<file path="src/rtl/imem_fetch_if.sv">
// ---------------------------------------------------------------------------
// imem_fetch_if : fetch request/response bus between the core and imem_fetch.
//   req_valid / req_addr / req_ready : fetch request (byte address = PC)
//   rsp_valid / rsp_data / rsp_err / rsp_ready : fetch response
// master = core side, slave = instruction memory side.
// ---------------------------------------------------------------------------
interface imem_fetch_if;
   logic        req_valid;
   logic [31:0] req_addr;
   logic        req_ready;
   logic        rsp_valid;
   logic [31:0] rsp_data;
   logic        rsp_err;
   logic        rsp_ready;

   modport master (
      output req_valid, req_addr, rsp_ready,
      input  req_ready, rsp_valid, rsp_data, rsp_err
   );

   modport slave (
      input  req_valid, req_addr, rsp_ready,
      output req_ready, rsp_valid, rsp_data, rsp_err
   );
endinterface

</file>
<file path="src/rtl/imem_fetch.sv">
// ---------------------------------------------------------------------------
// imem_fetch : handshaked instruction memory with one-cycle fetch latency,
// 2^ADDR_BITS 32-bit words reset to the boot image on every synchronous reset.
//
// Build option: define IMEM_PROG_EN to enable the byte-serial loader and a
// writable array; otherwise the array is the constant boot image and the
// prog_* inputs are ignored (prog_busy_o = 0, prog_words_o = 0).
//
// Ports:
//   clk, rst          : clock, synchronous active-high reset
//   bus (slave)       : req_valid/req_addr/req_ready, rsp_valid/rsp_data/
//                       rsp_err/rsp_ready fetch handshake
//   prog_en_i         : loader session active (level)
//   prog_byte_valid_i : prog_byte_i strobe
//   prog_byte_i       : program byte, LSB of each word first
//   prog_busy_o       : loader in LOAD state
//   prog_words_o      : words written this/last session, saturating at depth
// ---------------------------------------------------------------------------
module imem_fetch #(
   parameter int unsigned ADDR_BITS = 4,
   parameter logic [31:0] NOP_WORD  = 32'h0000_0013
) (
   input  logic                 clk,
   input  logic                 rst,
   imem_fetch_if.slave          bus,
   input  logic                 prog_en_i,
   input  logic                 prog_byte_valid_i,
   input  logic [7:0]           prog_byte_i,
   output logic                 prog_busy_o,
   output logic [ADDR_BITS:0]   prog_words_o
);

   // Boot image contents for word index idx.
   function automatic logic [31:0] boot_word(input int unsigned idx);
      case (idx)
         0:       boot_word = 32'h0010_0093;
         1:       boot_word = 32'h0010_8093;
         2:       boot_word = 32'h0001_0113;
         3:       boot_word = 32'hFFE1_F0E3;
         default: boot_word = NOP_WORD;
      endcase
   endfunction

   logic [ADDR_BITS-1:0] idx_c;
   logic                 misaligned_c;
   logic                 accept_c;
   logic                 prog_hold_c;
   logic [31:0]          rd_word_c;
   logic                 unused_addr_c;

   logic                 rsp_valid_q;
   logic [31:0]          rsp_data_q;
   logic                 rsp_err_q;

   // Upper address bits are ignored: addresses wrap modulo depth.
   assign idx_c         = bus.req_addr[ADDR_BITS+1:2];
   assign misaligned_c  = |bus.req_addr[1:0];
   assign unused_addr_c = ^bus.req_addr[31:ADDR_BITS+2];

   assign bus.req_ready = !rst && !prog_hold_c && (!rsp_valid_q || bus.rsp_ready);
   assign accept_c      = bus.req_valid && bus.req_ready;

   assign bus.rsp_valid = rsp_valid_q;
   assign bus.rsp_data  = rsp_data_q;
   assign bus.rsp_err   = rsp_err_q;

   // Single response register; an accept on a consume edge replaces it directly.
   always_ff @(posedge clk) begin
      if (rst) begin
         rsp_valid_q <= 1'b0;
         rsp_data_q  <= 32'h0;
         rsp_err_q   <= 1'b0;
      end else if (accept_c) begin
         rsp_valid_q <= 1'b1;
         rsp_data_q  <= misaligned_c ? NOP_WORD : rd_word_c;
         rsp_err_q   <= misaligned_c;
      end else if (bus.rsp_ready) begin
         rsp_valid_q <= 1'b0;
      end
   end

`ifdef IMEM_PROG_EN
   localparam int unsigned DEPTH = 1 << ADDR_BITS;

   localparam logic [0:0] S_IDLE = 1'b0;
   localparam logic [0:0] S_LOAD = 1'b1;

   logic [0:0]           state_q,    state_d;
   logic [1:0]           byte_cnt_q, byte_cnt_d;
   logic [ADDR_BITS-1:0] ptr_q,      ptr_d;
   logic [ADDR_BITS:0]   words_q,    words_d;
   logic [23:0]          asm_q,      asm_d;
   logic                 wr_en_c;
   logic [31:0]          wr_word_c;
   logic [31:0]          mem_q [DEPTH];

   assign prog_hold_c  = prog_en_i;
   assign rd_word_c    = mem_q[idx_c];
   assign prog_busy_o  = (state_q == S_LOAD);
   assign prog_words_o = words_q;

   // Loader next state: bytes 0..2 collect in asm, byte 3 completes the word.
   always_comb begin
      state_d    = state_q;
      byte_cnt_d = byte_cnt_q;
      ptr_d      = ptr_q;
      words_d    = words_q;
      asm_d      = asm_q;
      wr_en_c    = 1'b0;
      wr_word_c  = {prog_byte_i, asm_q};
      case (state_q)
         S_IDLE: begin
            if (prog_en_i) begin
               state_d    = S_LOAD;
               byte_cnt_d = 2'd0;
               ptr_d      = '0;
               words_d    = '0;
               asm_d      = 24'h0;
            end
         end
         S_LOAD: begin
            if (!prog_en_i) begin
               // Any partial word is simply dropped.
               state_d    = S_IDLE;
               byte_cnt_d = 2'd0;
            end else if (prog_byte_valid_i) begin
               byte_cnt_d = byte_cnt_q + 2'd1;
               case (byte_cnt_q)
                  2'd0: asm_d[7:0]   = prog_byte_i;
                  2'd1: asm_d[15:8]  = prog_byte_i;
                  2'd2: asm_d[23:16] = prog_byte_i;
                  default: begin
                     wr_en_c = 1'b1;
                     ptr_d   = ptr_q + ADDR_BITS'(1);
                     if (words_q != (ADDR_BITS+1)'(DEPTH))
                        words_d = words_q + (ADDR_BITS+1)'(1);
                  end
               endcase
            end
         end
         default: state_d = S_IDLE;
      endcase
   end

   always_ff @(posedge clk) begin
      if (rst) begin
         state_q    <= S_IDLE;
         byte_cnt_q <= 2'd0;
         ptr_q      <= '0;
         words_q    <= '0;
         asm_q      <= 24'h0;
      end else begin
         state_q    <= state_d;
         byte_cnt_q <= byte_cnt_d;
         ptr_q      <= ptr_d;
         words_q    <= words_d;
         asm_q      <= asm_d;
      end
   end

   // Writable array; reset restores the boot image.
   always_ff @(posedge clk) begin
      if (rst) begin
         for (int unsigned i = 0; i < DEPTH; i++)
            mem_q[i] <= boot_word(i);
      end else if (wr_en_c) begin
         mem_q[ptr_q] <= wr_word_c;
      end
   end
`else
   logic unused_prog_c;

   assign prog_hold_c   = 1'b0;
   assign rd_word_c     = boot_word(32'(idx_c));
   assign prog_busy_o   = 1'b0;
   assign prog_words_o  = '0;
   assign unused_prog_c = ^{prog_en_i, prog_byte_valid_i, prog_byte_i};
`endif

endmodule
</file>
<file path="src/flat_wrapper.sv">
// flat-port wrapper written by rule: the top's interface ports become plain ports
module imem_fetch_flat 
#(
   parameter int unsigned ADDR_BITS = 4,
   parameter logic [31:0] NOP_WORD  = 32'h0000_0013
)
  (clk, rst, prog_en_i, prog_byte_valid_i, prog_byte_i, prog_busy_o, prog_words_o, bus_req_valid, bus_req_addr, bus_rsp_ready, bus_req_ready, bus_rsp_valid, bus_rsp_data, bus_rsp_err);
  imem_fetch_if bus_i ();
  input  logic clk;
  input  logic rst;
  input  logic prog_en_i;
  input  logic prog_byte_valid_i;
  input  logic [7:0] prog_byte_i;
  output logic prog_busy_o;
  output logic [ADDR_BITS:0] prog_words_o;
  input wire logic [$bits(bus_i.req_valid)-1:0] bus_req_valid;
  input wire logic [$bits(bus_i.req_addr)-1:0] bus_req_addr;
  input wire logic [$bits(bus_i.rsp_ready)-1:0] bus_rsp_ready;
  output wire logic [$bits(bus_i.req_ready)-1:0] bus_req_ready;
  output wire logic [$bits(bus_i.rsp_valid)-1:0] bus_rsp_valid;
  output wire logic [$bits(bus_i.rsp_data)-1:0] bus_rsp_data;
  output wire logic [$bits(bus_i.rsp_err)-1:0] bus_rsp_err;
  assign bus_i.req_valid = bus_req_valid;
  assign bus_i.req_addr = bus_req_addr;
  assign bus_i.rsp_ready = bus_rsp_ready;
  assign bus_req_ready = bus_i.req_ready;
  assign bus_rsp_valid = bus_i.rsp_valid;
  assign bus_rsp_data = bus_i.rsp_data;
  assign bus_rsp_err = bus_i.rsp_err;
  imem_fetch #(.ADDR_BITS(ADDR_BITS), .NOP_WORD(NOP_WORD)) u_core (.clk(clk), .rst(rst), .bus(bus_i), .prog_en_i(prog_en_i), .prog_byte_valid_i(prog_byte_valid_i), .prog_byte_i(prog_byte_i), .prog_busy_o(prog_busy_o), .prog_words_o(prog_words_o));
endmodule
</file>
<file path="config.mk">
export PLATFORM = sky130hd
export DESIGN_NAME = imem_fetch_flat
export DESIGN_NICKNAME = d
export VERILOG_FILES = /design/src/rtl/imem_fetch_if.sv /design/src/rtl/imem_fetch.sv /design/src/flat_wrapper.sv
export SDC_FILE = /design/constraint.sdc
export NUM_CORES = 1
export LEC_CHECK = 0
export ABC_CLOCK_PERIOD_IN_PS = 2740
export CAP_MARGIN = 20
export CELL_PAD_IN_SITES_DETAIL_PLACEMENT = 1
export CELL_PAD_IN_SITES_GLOBAL_PLACEMENT = 2
export CORE_MARGIN = 2
export CORE_UTILIZATION = 12
export DETAILED_ROUTE_END_ITERATION = 6
export PLACE_DENSITY_LB_ADDON = 0.12
export SETUP_SLACK_MARGIN = 0.05
export SLEW_MARGIN = 20
export SYNTH_ARGS = -nofsm -noshare
export SYNTH_HDL_FRONTEND = slang
export SYNTH_SLANG_ARGS = --single-unit
</file>
<file path="constraint.sdc">
create_clock -name clk -period 2.74 [get_ports clk]
set_input_delay 0.685 -clock clk [delete_from_list [all_inputs] [get_ports clk]]
set_output_delay 0.685 -clock clk [all_outputs]
set_load 0.02 [all_outputs]
</file>
==> impl_metrics.yaml, run 1 <==
outcome:
  outcome: "completed"
power:
  vdd_drop_max_mv: 0.119
  powerDensity_nw_per_um2: 402
  p_leak_nw: 0.368
worst_setup_path:
  crit_fanout: 2
  cp-start-kind: "input pin"
  critPathKind: "in -> out"
  required_ps: 2060
  cp-end-kind: "primary output"
  cp.arrival_ps: 1910
  reg2reg_depth: 3
synthesis:
  synthesis.area_um2: 661
  synth_fa_ha_area_frac: 0
  ys_ff_latch: 10
  yosys_warnings: 0
  synth.area.mux_share: 0.0625
  synth-xor-area-share: 0
  yosysSeqAreaShare: 0.303
  synth_top_family_by_area: "buffers and inverters"
  synth_cells: 76
  synth_compound_area_frac: 0.0871
  synthSimpleGateAreaFrac: 0.172
  synth.distinct_cells: 21
  synth.avg_cell_area_um2: 8.69
sta:
  fin_crit_sh: 0.949
  maxSlewViolCount: 0
  rsz0062_at_grt: "false"
  setup_violations: 0
  hold_violations: 0
  finalSetupTns_ps: 0
  max_freq_mhz: 385
  period_needed_ps: 2600
  hold-worst-slack_ps: 478
  skew_ps: 0.530
floorplanning:
  row_count: 27
  die_w_um: 78.2
  core_um2: 5410
  die_area_um2: 6110
  pin_count: 87
  initial_core_util: 0.122
  die_y_um: 78.2
global_route:
  grt.total_usage: 0.0545
  grt_max_degree: 18
  grt_pass1_vias: 539
  overflow: 0
  antenna_found_initial: 0
  grt_pass1_wl_um: 2570
detailed_routing:
  wl_um: 1660
  first_pass_iters: 2
  drt.antenna.violating_nets: 0
  viasPerCell: 3.01
  routedWlPerCell_um: 9.77
  num_vias: 511
  drc: 0
  drt-initial-drc-count: 3
clock_tree:
  path_clk_slew_ps: 50
  clock_sinks: 10
  root_buffer: "clkbuf_8"
  cts.repair.resized: 0
  post_cts_buffers: 0
  htree_levels: 1
  clock_latency_ps: 230
  cts_buffers: 3
  clockBufferDepth: 2
  postCtsHoldBufs: 0
  cts_tree: "done"
final_layout:
  antenna_cells: 0
  multi_input_area_um2: 265
  fin_nets: 146
  layout-drive-gt1-share: 0.0714
  seq_area_um2: 200
  area_growth_pct: 48.3
  fillerInstances: 652
placement:
  port_buffers: 36
  routabilityCongestion: 0.694
  dp_hpwl_um: 1350
hold_path:
  hold_class: "reg -> reg"
  whs_path_depth: 2
job:
  maxCapViolCount: 0
## state kept, by name, summed over array words and instances, names as in the netlist
| signal | flops |
|---|---|
| u_core.bus.rsp_valid | 1 |
| u_core.bus.rsp_data | 8 |
| u_core.bus.rsp_err | 1 |
## placed cells by master (no fill, tap or decap)
cell type and instances:
and2b_1 1, nand3_1 2, nand2b_1 4, clkbuf_8 3, nand2_2 1, mux2_2 1, o21ai_0 2, dfxtp_1 10
conb_1 14, a21oi_1 1, nor2_1 4, buf_4 1, o2bb2ai_1 2, a311oi_1 1, nor2b_1 4, nand2_1 1
clkdlybuf4s50_1 36, o31ai_1 1, mux2i_1 3, inv_1 4, nor4_4 1, a211o_1 1
## kinds of logic after synthesis
| kind of cell | after synthesis |
|---|---|
| buffers and inverters | 35 |
| AND/OR/NAND/NOR | 18 |
| flip-flops | 10 |
| AO/OA/AOI/OAI | 8 |
| multiplexers | 4 |
| other | 1 |
## report_power, final
part / switching, mW / leakage, nW / total (mW) / internal, mW
Clock: 0.0557 / 0.0216 / 0.152 / 0.0961
Sequential: 0.00348 / 0.0818 / 0.155 / 0.152
Combinational: 0.0502 / 0.265 / 0.0865 / 0.0362
Total: 0.109 / 0.368 / 0.393 / 0.284
## through the flow
| stage | std cells | utilization | instance area, µm² | power (mW) | setup WS, ps |
|---|---|---|---|---|---|
| 2_1_floorplan | 89 | - | 709 | 0.222 | 898 |
| 3_3_place_gp | 167 | 0.174 | 938 | 0.245 | 122 |
| 3_5_place_dp | 167 | 0.174 | 938 | 0.245 | 142 |
| 4_1_cts | 170 | 0.181 | 980 | 0.406 | 128 |
| 5_1_grt | 170 | 0.181 | 980 | 0.418 | 60.2 |
| 6_report | 170 | 0.181 | 980 | 0.393 | 141 |
## layout make-up
type | instances | share of cell area
Multi-Input combinational cell | 44 | 0.271
Timing Repair Buffer | 37 | 0.375
Inverter | 4 | 0.0153
Sequential cell | 10 | 0.204
Tap cell | 72 | 0.0920
Clock buffer | 3 | 0.0421
## path summary, 6_finish.rpt
kind,from,endpoint,slack (ps)
setup / recovery,bus_rsp_ready,bus_req_ready,140
hold / removal,u_core.bus.rsp_data[16],u_core.bus.rsp_data[16],480
setup reg to reg,u_core.bus.rsp_valid,u_core.bus.rsp_data[4],1540
hold reg to reg,u_core.bus.rsp_data[16],u_core.bus.rsp_data[16],480
## critical path: stages
cell             delay, ps
clkdlybuf4s50_1        470
nor2b_1                 60
nor2_1                  90
clkdlybuf4s50_1        610
## synthesized netlist by cell type
| cell type | count | area (µm²) |
|---|---|---|
| nand2_1 | 1 | 3.75 |
| nand3_1 | 2 | 10.0 |
| mux2_2 | 1 | 11.3 |
| buf_4 | 30 | 225 |
| a21oi_1 | 1 | 5.00 |
| inv_1 | 4 | 15.0 |
| dfxtp_1 | 10 | 200 |
| nand2_2 | 1 | 6.26 |
| mux2i_1 | 3 | 30.0 |
| nor2_1 | 4 | 15.0 |
| clkbuf_1 | 1 | 3.75 |
| a311oi_1 | 1 | 8.76 |
| o2bb2ai_1 | 2 | 17.5 |
| and2b_1 | 1 | 7.51 |
| a211o_1 | 1 | 8.76 |
| nand2b_1 | 4 | 25.0 |
| o21ai_0 | 2 | 10.0 |
| conb_1 | 1 | 3.75 |
| o31ai_1 | 1 | 7.51 |
| nor2b_1 | 4 | 25.0 |
| nor4_4 | 1 | 21.3 |
## per-layer routing
metal | part of all wire | global-route usage | up-vias | wire length (µm)
met2 | 0.45 | 0.0853 | 35 | 741
met4 | 0.017 | 0.0368 | 0 | 28
met5 | 0 | 0 | - | 0
met3 | 0.11 | 0.0230 | 4 | 187
met1 | 0.42 | 0.0599 | 227 | 704
li1 | - | - | 245 | -
(Power assumes the default switching activity.)
==> run 2, diff against run 1 <==
--- a/config.mk
+++ b/config.mk
@@ -6,7 +6,6 @@
 export NUM_CORES = 1
 export LEC_CHECK = 0
 export ABC_CLOCK_PERIOD_IN_PS = 2740
-export CAP_MARGIN = 20
 export CELL_PAD_IN_SITES_DETAIL_PLACEMENT = 1
 export CELL_PAD_IN_SITES_GLOBAL_PLACEMENT = 2
 export CORE_MARGIN = 2
==> results of run 2 <==
Final layout, timing and power as in run 1 (identical DEF).
